--- config.mk ---
export PLATFORM = sky130hd
export DESIGN_NAME = ntt_butterfly_sequencer
export DESIGN_NICKNAME = d
export VERILOG_FILES = /design/src/rtl/ntt_butterfly_sequencer.sv
export SDC_FILE = /design/constraint.sdc
export NUM_CORES = 1
export LEC_CHECK = 0
export BUFFER_PORTS_ARGS = -buffer_cell sky130_fd_sc_hd__clkbuf_2
export CORE_UTILIZATION = 55
export CTS_CLUSTER_SIZE = 16
export DETAILED_ROUTE_END_ITERATION = 12
export GPL_TIMING_DRIVEN = 0
export HOLD_SLACK_MARGIN = 0.05
export PLACE_DENSITY = 0.83
export SYNTH_ARGS = -nofsm -noshare
export SYNTH_HDL_FRONTEND = slang
export SYNTH_SLANG_ARGS = --single-unit
--- constraint.sdc ---
create_clock -name clk -period 5.1 [get_ports clk]
set_input_delay 0 -clock clk [delete_from_list [all_inputs] [get_ports clk]]
set_output_delay 0 -clock clk [all_outputs]
set_load 0.02 [all_outputs]
--- src/rtl/ntt_butterfly_sequencer.sv ---
// rtl/ntt_butterfly_sequencer.sv - NTT/INTT butterfly address and control sequencer
// Optional stall cycle counter output enabled by defining STALL_COUNT_EN.
module ntt_butterfly_sequencer #(
   parameter int LOGN  = 8,
   parameter int DRAIN = 4
) (
   input  logic            clk,
   input  logic            rst,
   input  logic            start,
   input  logic            inv,
   output logic            busy,
   output logic            done,
   output logic            op_valid,
   input  logic            op_ready,
   output logic [LOGN-1:0] op_addr_a,
   output logic [LOGN-1:0] op_addr_b,
   output logic [LOGN-1:0] op_tw_addr,
   output logic            op_sub,
   output logic            op_inv,
   output logic [LOGN-1:0] op_wr_addr,
   output logic [LOGN-1:0] op_stage,
   output logic            op_last
`ifdef STALL_COUNT_EN
   ,
   output logic [31:0]     stall_cnt
`endif
);

   localparam int NPTS = 1 << LOGN;
   localparam int DW   = (DRAIN > 0) ? $clog2(DRAIN + 1) : 1;

   typedef enum logic [1:0] {S_IDLE, S_RUN, S_DRAIN, S_FINISH} state_t;

   state_t          state, state_nxt;
   logic [LOGN-1:0] j, len, k, stage;
   logic            par, inv_q, fin_q;
   logic [DW-1:0]   dcnt;

   logic [LOGN-1:0] j_inc;
   logic [LOGN:0]   nxt_base;
   logic            group_end, stage_end, xform_end, drain_done, xfer, accept;

   // Groups are aligned to 2*len, so the len bit of j+1 flags the end of a group.
   assign j_inc      = j + 1'b1;
   assign group_end  = |(j_inc & len);
   assign nxt_base   = {1'b0, j} + {1'b0, len} + (LOGN+1)'(1);
   assign stage_end  = group_end & nxt_base[LOGN];
   assign xform_end  = stage_end & (stage == LOGN'(LOGN - 1));
   assign drain_done = (dcnt == DW'(DRAIN));
   assign xfer       = op_valid & op_ready;
   assign accept     = (state == S_IDLE) & start;

   always_ff @(posedge clk or posedge rst) begin
      if (rst) state <= S_IDLE;
      else     state <= state_nxt;
   end

   always_comb begin
      state_nxt = state;
      busy      = 1'b0;
      done      = 1'b0;
      op_valid  = 1'b0;
      case (state)
         S_IDLE: begin
            if (start) state_nxt = S_RUN;
         end
         S_RUN: begin
            busy     = 1'b1;
            op_valid = 1'b1;
            if (xfer && par && stage_end) state_nxt = S_DRAIN;
         end
         S_DRAIN: begin
            busy = 1'b1;
            if (drain_done) state_nxt = fin_q ? S_FINISH : S_RUN;
         end
         S_FINISH: begin
            busy      = 1'b1;
            done      = 1'b1;
            state_nxt = S_IDLE;
         end
         default: state_nxt = S_IDLE;
      endcase
   end

   always_ff @(posedge clk or posedge rst) begin
      if (rst) begin
         j     <= '0;
         len   <= '0;
         k     <= '0;
         stage <= '0;
         par   <= 1'b0;
         inv_q <= 1'b0;
         fin_q <= 1'b0;
         dcnt  <= '0;
      end else if (accept) begin
         j     <= '0;
         stage <= '0;
         par   <= 1'b0;
         inv_q <= inv;
         fin_q <= 1'b0;
         dcnt  <= '0;
         len   <= inv ? LOGN'(1) : LOGN'(NPTS / 2);
         k     <= inv ? LOGN'(NPTS - 1) : LOGN'(1);
      end else if (state == S_RUN && xfer) begin
         if (!par) begin
            par <= 1'b1;
         end else begin
            par <= 1'b0;
            if (group_end) begin
               // Next group base; wraps to 0 at the end of a stage.
               j <= nxt_base[LOGN-1:0];
               if (!xform_end) k <= inv_q ? k - 1'b1 : k + 1'b1;
            end else begin
               j <= j_inc;
            end
            if (stage_end) begin
               fin_q <= xform_end;
               if (!xform_end) begin
                  stage <= stage + 1'b1;
                  len   <= inv_q ? (len << 1) : (len >> 1);
               end
            end
         end
      end else if (state == S_DRAIN) begin
         dcnt <= drain_done ? '0 : dcnt + 1'b1;
      end
   end

   assign op_addr_a  = j;
   assign op_addr_b  = j + len;
   assign op_tw_addr = k;
   assign op_sub     = par;
   assign op_inv     = inv_q;
   assign op_wr_addr = par ? op_addr_b : op_addr_a;
   assign op_stage   = stage;
   assign op_last    = op_valid & par & xform_end;

`ifdef STALL_COUNT_EN
   always_ff @(posedge clk or posedge rst) begin
      if (rst)                       stall_cnt <= '0;
      else if (accept)               stall_cnt <= '0;
      else if (op_valid && !op_ready) stall_cnt <= stall_cnt + 32'd1;
   end
`endif

endmodule

[Word-level counts from Yosys, hierarchy flattened]
Index checks and enable logic that the tools add are counted.
Word-level totals
  word-level logic and storage cells: 94
  bits of input ports: 5
  bits in registers: 40
Operators by class
  bitwise operators: 7
  eq/ne operators: 10
  add/sub/neg operators: 8
  reductions and logical operators: 17
  multiplexer cells: 43
Operator list (count)
  $mux W8: 24
  $add A8 B1 Y8 const B: 3
  $mux W3: 4
  $mux W1: 10
  $reduce_bool A2 Y1: 5
  $add A8 B8 Y9: 1
  $add A9 B1 Y9 const B: 1
  $add A8 B8 Y8: 1
  $and A8 B8 Y8: 1
  $eq A8 B3 Y1 const B: 1
  $mux W2: 4
  $ne A2 B2 Y1 const B: 4
  $pmux W2 S4: 1
  $reduce_and A4 Y1: 2
  $reduce_or A8 Y1: 1
  $sub A8 B1 Y8 const B: 1
  $and A1 B1 Y1: 6
  $reduce_and A3 Y1: 2
  $eq A2 B2 Y1 const B: 2
  $reduce_and A2 Y1: 2
  $add A3 B1 Y3 const B: 1
  $eq A3 B3 Y1 const B: 1
  $logic_and A1 B1 Y1: 3
  $reduce_or A3 Y1: 1
  other kinds (3): 3

[Logic depth before layout (Yosys ltp)]
  word-level depth: 10
  mapped depth: 12
  mapped depth without buffers: 10

[Least setup slack after synthesis]
No wires, ideal clock.
  path kind: reg2reg
  start: register j[0] (netlist: op_addr_a[0])
  end: register stage[3] (netlist: op_stage[3])
  cell stages (with the launch flop): 13
  slack: 2.425 ns
  library setup time: 0.120 ns
  data arrival time: 2.555 ns
  path buffers: 2
  cell sequence: dfrtp_1 inv_1 ha_1 fa_1 nor2b_1 o31ai_2 a21oi_1 or2_1 and3_1 buf_2 buf_6 a21oi_1 a31o_2
Between the ends
  word-level cells in the longest chain between the ends: 7
RTL lines
  start: declaration: RTL line 35  | logic [LOGN-1:0] j, len, k, stage;
  start signal: assignment: RTL line 111  | j <= nxt_base[LOGN-1:0];
  start signal: assignment: RTL line 114  | j <= j_inc;
  branches (longest 3 deep; another with $add A8 B8 Y9)
  $and A1 B1 Y1 (*): RTL line 47  | assign stage_end = group_end & nxt_base[LOGN];
  $and A1 B1 Y1: RTL line 48  | assign xform_end = stage_end & (stage == LOGN'(LOGN - 1));
  $ne A2 B1 Y1 (no source line)
  $reduce_and A4 Y1 (no source line) (*)
  end signal: assignment: RTL line 119  | stage <= stage + 1'b1;
  end: declaration: RTL line 35
Every way passes the cells marked *.
A chain may end at the register's enable or synchronous reset.

[Worst setup path in the final report]
Ends and elaborated chain as after synthesis.

==> run summary <==
The flow ran to the end, and the final reports show no timing, DRC or antenna violations. The signal on the critical path passes through inv_1 > ha_1 > fa_1 > nor2b_1 > o31ai_2 > a21oi_1 > or2_1 > and3_1 > buf_2 > buf_6 > a21oi_1 > a31o_2. STA classifies the critical path startpoint as a flop. The number of max-cap violations is 0. The clock latency of the later-clocked register in the worst-skew pair came out at about 0.3 ns. The area of the die is roughly 5800 um^2. The max-slew violation count came out at 0. The count of synthesis-stage warnings from yosys is 0. The worst setup timing slack at the placement stage came out at 2.22 ns.

The setup path with the least slack is of type flop to flop. The cell at the slowest stage of the critical path is dfrtp_1. The number of top-level design ports came out at 51. The CTS H-tree depth is 2. The clock buffer count from CTS is 5.

The class of the tightest hold or removal check is input port to flop. From synthesis to final layout, the design area changed by 15.8%. The count of cells in the finished layout, fillers not included, comes to ~470. The post-detailed-route wirelength per cell came out at roughly 15 um.

The initial antenna violation count is 0. In the synthesized netlist the dominant register cell turns out to be dfrtp_1. The leakage power total came out at roughly 1.7 nW. The synthesized netlist net count came out at about 370. The post-synth design cell area is 3050 um^2.

The final wirelength is 7.02 mm. The number of diodes added for antenna fixing came out at 0. Entering global routing, the biggest net connects roughly 40 pins. The most frequent cell on the critical path is a21oi_1.

In this run the worst path has a maximum fanout of 10. The final total negative setup slack came out at 0 ns. The standard-cell row count is 26. Measured along the y axis, the die boundary spans around 76 um. The endpoint identified for the worst register-to-register timing path is op_stage[3]. After routing the design area is around 3500 um^2. The clock passes through at most 2 buffers.

The per-instance average area after synthesis is between 8 and 9 um^2. The register-to-register setup slack came out at between 2 and 2.5 ns. The post-CTS repair timing setup buffer count came out at 0. The sequential element share of the synthesized area is 32.8%.

In this run the remaining antenna-violating nets after routing total 0. The clock net sink count came out at 40. The total number of vias is 2,705. The net count of the finished layout is ~430.

The routed via count divided by cell count came out at ~5.7. The aggregate global-route resource usage came out at a little over a quarter. In this run the horizontal extent of the chip is 76.4 um. The routability congestion estimate came out at just under 0.9. The worst hold path was traced through 4 stages.

The clock transition at the registers of the reported paths is roughly 0.09 ns. The critical path endpoint category is a flop. For the finished layout, the period the worst path requires is ~2.9 ns.

The number of global-route vias before repair is 2,577. The post-route netlist has roughly a fifth of its cells at a drive strength greater than 1. The smallest hold slack is a little over 0.06 ns. The stage delay of the slowest cell on the critical path came out at approximately 0.51 ns. Setup repair after global routing left no endpoint under its margin.

The count of distinct cell types in the synthesized netlist came out at 54. The worst path meets setup with approximately 2.2 ns of slack. The synthesized design contains 0 enable-type register cells. The number of cells on the worst reg-to-reg path is 12. Measured against its own limit, the worst slew margin works out to 45.7%. At the pin with the least slew margin, the transition time is 0.814 ns. The maximum clock skew at final layout came out at slightly below 0.01 ns. The core region is 5240 um^2. The worst hold path begins at op_ready. The power per unit of standard cell area is about 760 nW/um^2.

The HPWL reported at the end of detailed placement came out at 5.21 mm. Setup violations remaining at the end of the flow were counted as 0. The number of endpoints with negative hold slack in the final report came to 0. The sum of internal, switching and leakage power is 2.68 mW. The peak supply drop came out at ~0.35 mV. The placed cell count is around 460. The global-route wire length before repair is between 10 and 15 mm. After detailed placement, the total cell area comes to ~3400 um^2. At the end of the flow the core is filled with cells to 67.4%. The worst hold path terminates at op_sub. The number of DRC violations after detailed routing is 0. The upper clock frequency limit came out at ~340 MHz. The number of iterations in the first detailed-routing pass is 4. The data required time of the critical path came out at between 5 and 6 ns.

The synthesized netlist cell count is roughly 340. Port buffering added 50 buffers. The tree is rooted in a clkbuf_8.

The violation count after the first detailed-routing iteration came out at slightly above 200. The number of register bits inferred by synthesis is 40. TritonCTS built the clock tree. The share of flip-flops with an asynchronous set or reset after synthesis is between 90% and 100%. The effective utilization at floorplan is between 50% and 60%.

STA puts the critical path data arrival time at a little over 3 ns. In the finished design, the share of the clock period the worst path needs comes to a little under three fifths. The worst register-to-register path begins at op_addr_a[0]. The aggregate global routing overflow came out at 0.
[worst max-delay path by stage]
stage	start	to	slack [ns]
after global placement	op_addr_a[0]	op_stage[3]	2.27
after floorplan	op_addr_a[0]	op_stage[3]	2.43
after CTS	op_addr_a[0]	op_stage[3]	2.20
after detailed placement	op_addr_a[0]	op_stage[3]	2.22
after global routing	op_addr_a[0]	op_tw_addr[2]	2.01
final	op_addr_a[0]	op_stage[3]	2.20
[cell type report]
class | instances | area, um^2
buffer | 14 | 77.6
clock buffer | 5 | 68.8
clock inverter | 3 | 46.3
fill | 421 | 1710
inverter | 19 | 71.3
multi-input combinational | 268 | 1900
sequential | 40 | 1000
tap | 70 | 87.6
timing repair buffer | 53 | 280
[kinds of logic after synthesis]
kind of cell | after synthesis | share of synthesized area [%]
compound gates | 85 | 19.7
fa+ha+maj | 23 | 10.2
flops | 40 | 32.8
xor+xnor | 25 | 7.18
simple gates | 114 | 18.1
mux | 21 | 7.10
buf+inv | 33 | 4.88
[power by group]
group          switching, mW  internal [mW]  leakage (nW)
sequential             0.174          0.429         0.509
combinational           1.07          0.731          1.12
clock                  0.121          0.147        0.0548
[synth_stat cells, drive strengths merged, types with 3 or more instances]
master / number / area (um^2)
dfrtp: 40 / 1000
nor2: 33 / 124
nand2: 32 / 120
ha: 20 / 250
inv: 19 / 71.3
o21ai: 19 / 95.1
a21oi: 16 / 80.1
mux2i: 16 / 160
xnor2: 15 / 131
nor3: 14 / 85.1
a211oi: 11 / 95.1
nand3: 10 / 60.1
xor2: 10 / 87.6
clkbuf: 8 / 30.0
buf: 6 / 47.5
o21a: 6 / 45.0
o21bai: 6 / 45.0
a21o: 5 / 37.5
mux2: 5 / 56.3
nand4: 5 / 31.3
a22o: 4 / 35.0
and3: 4 / 25.0
nand2b: 4 / 25.0
nor2b: 4 / 25.0
fa: 3 / 60.1
[worst max-delay path, delay by kind of cell (launching register included)]
| family | cells | cell delay (ns) |
|---|---|---|
| simple gates | 3 | 0.60 |
| fa+ha+maj | 2 | 0.66 |
| flops | 1 | 0.51 |
| compound gates | 4 | 0.59 |
| buf+inv | 3 | 0.44 |
[flip-flops by register name, summed over array words and instances, names as in the netlist]
name        count
fin_q           1
len             8
op_inv          1
state           2
op_tw_addr      8
op_sub          1
op_addr_a       8
dcnt            3
op_stage        8
[routing by layer]
layer	track usage, %	vias to the layer above	part of all wire (%)	routed length (um)
met2	41.4	64	48	3380
met4	7.12	0	0.91	64
met1	36.5	1295	48	3350
li1	-	1338	-	-
met3	4.55	8	3.2	227
met5	0	-	0	0
[cell usage in the layout (no fill, tap or decap), types with 10 or more instances in the layout]
master / instances
clkbuf_2: 50
dfrtp_1: 40
nor2_1: 33
nand2_1: 32
ha_1: 20
inv_1: 18
o21ai_0: 17
a21oi_1: 16
mux2i_1: 16
xnor2_1: 15
nor3_1: 11
xor2_1: 10
a211oi_1: 10
[timing repair]
action / CTS / global route
hold buffers: 3 / 0
resized for setup: 0 / 0
hold endpoints to repair: 42 / 0
No activity file was read; power rests on OpenSTA's default activity.
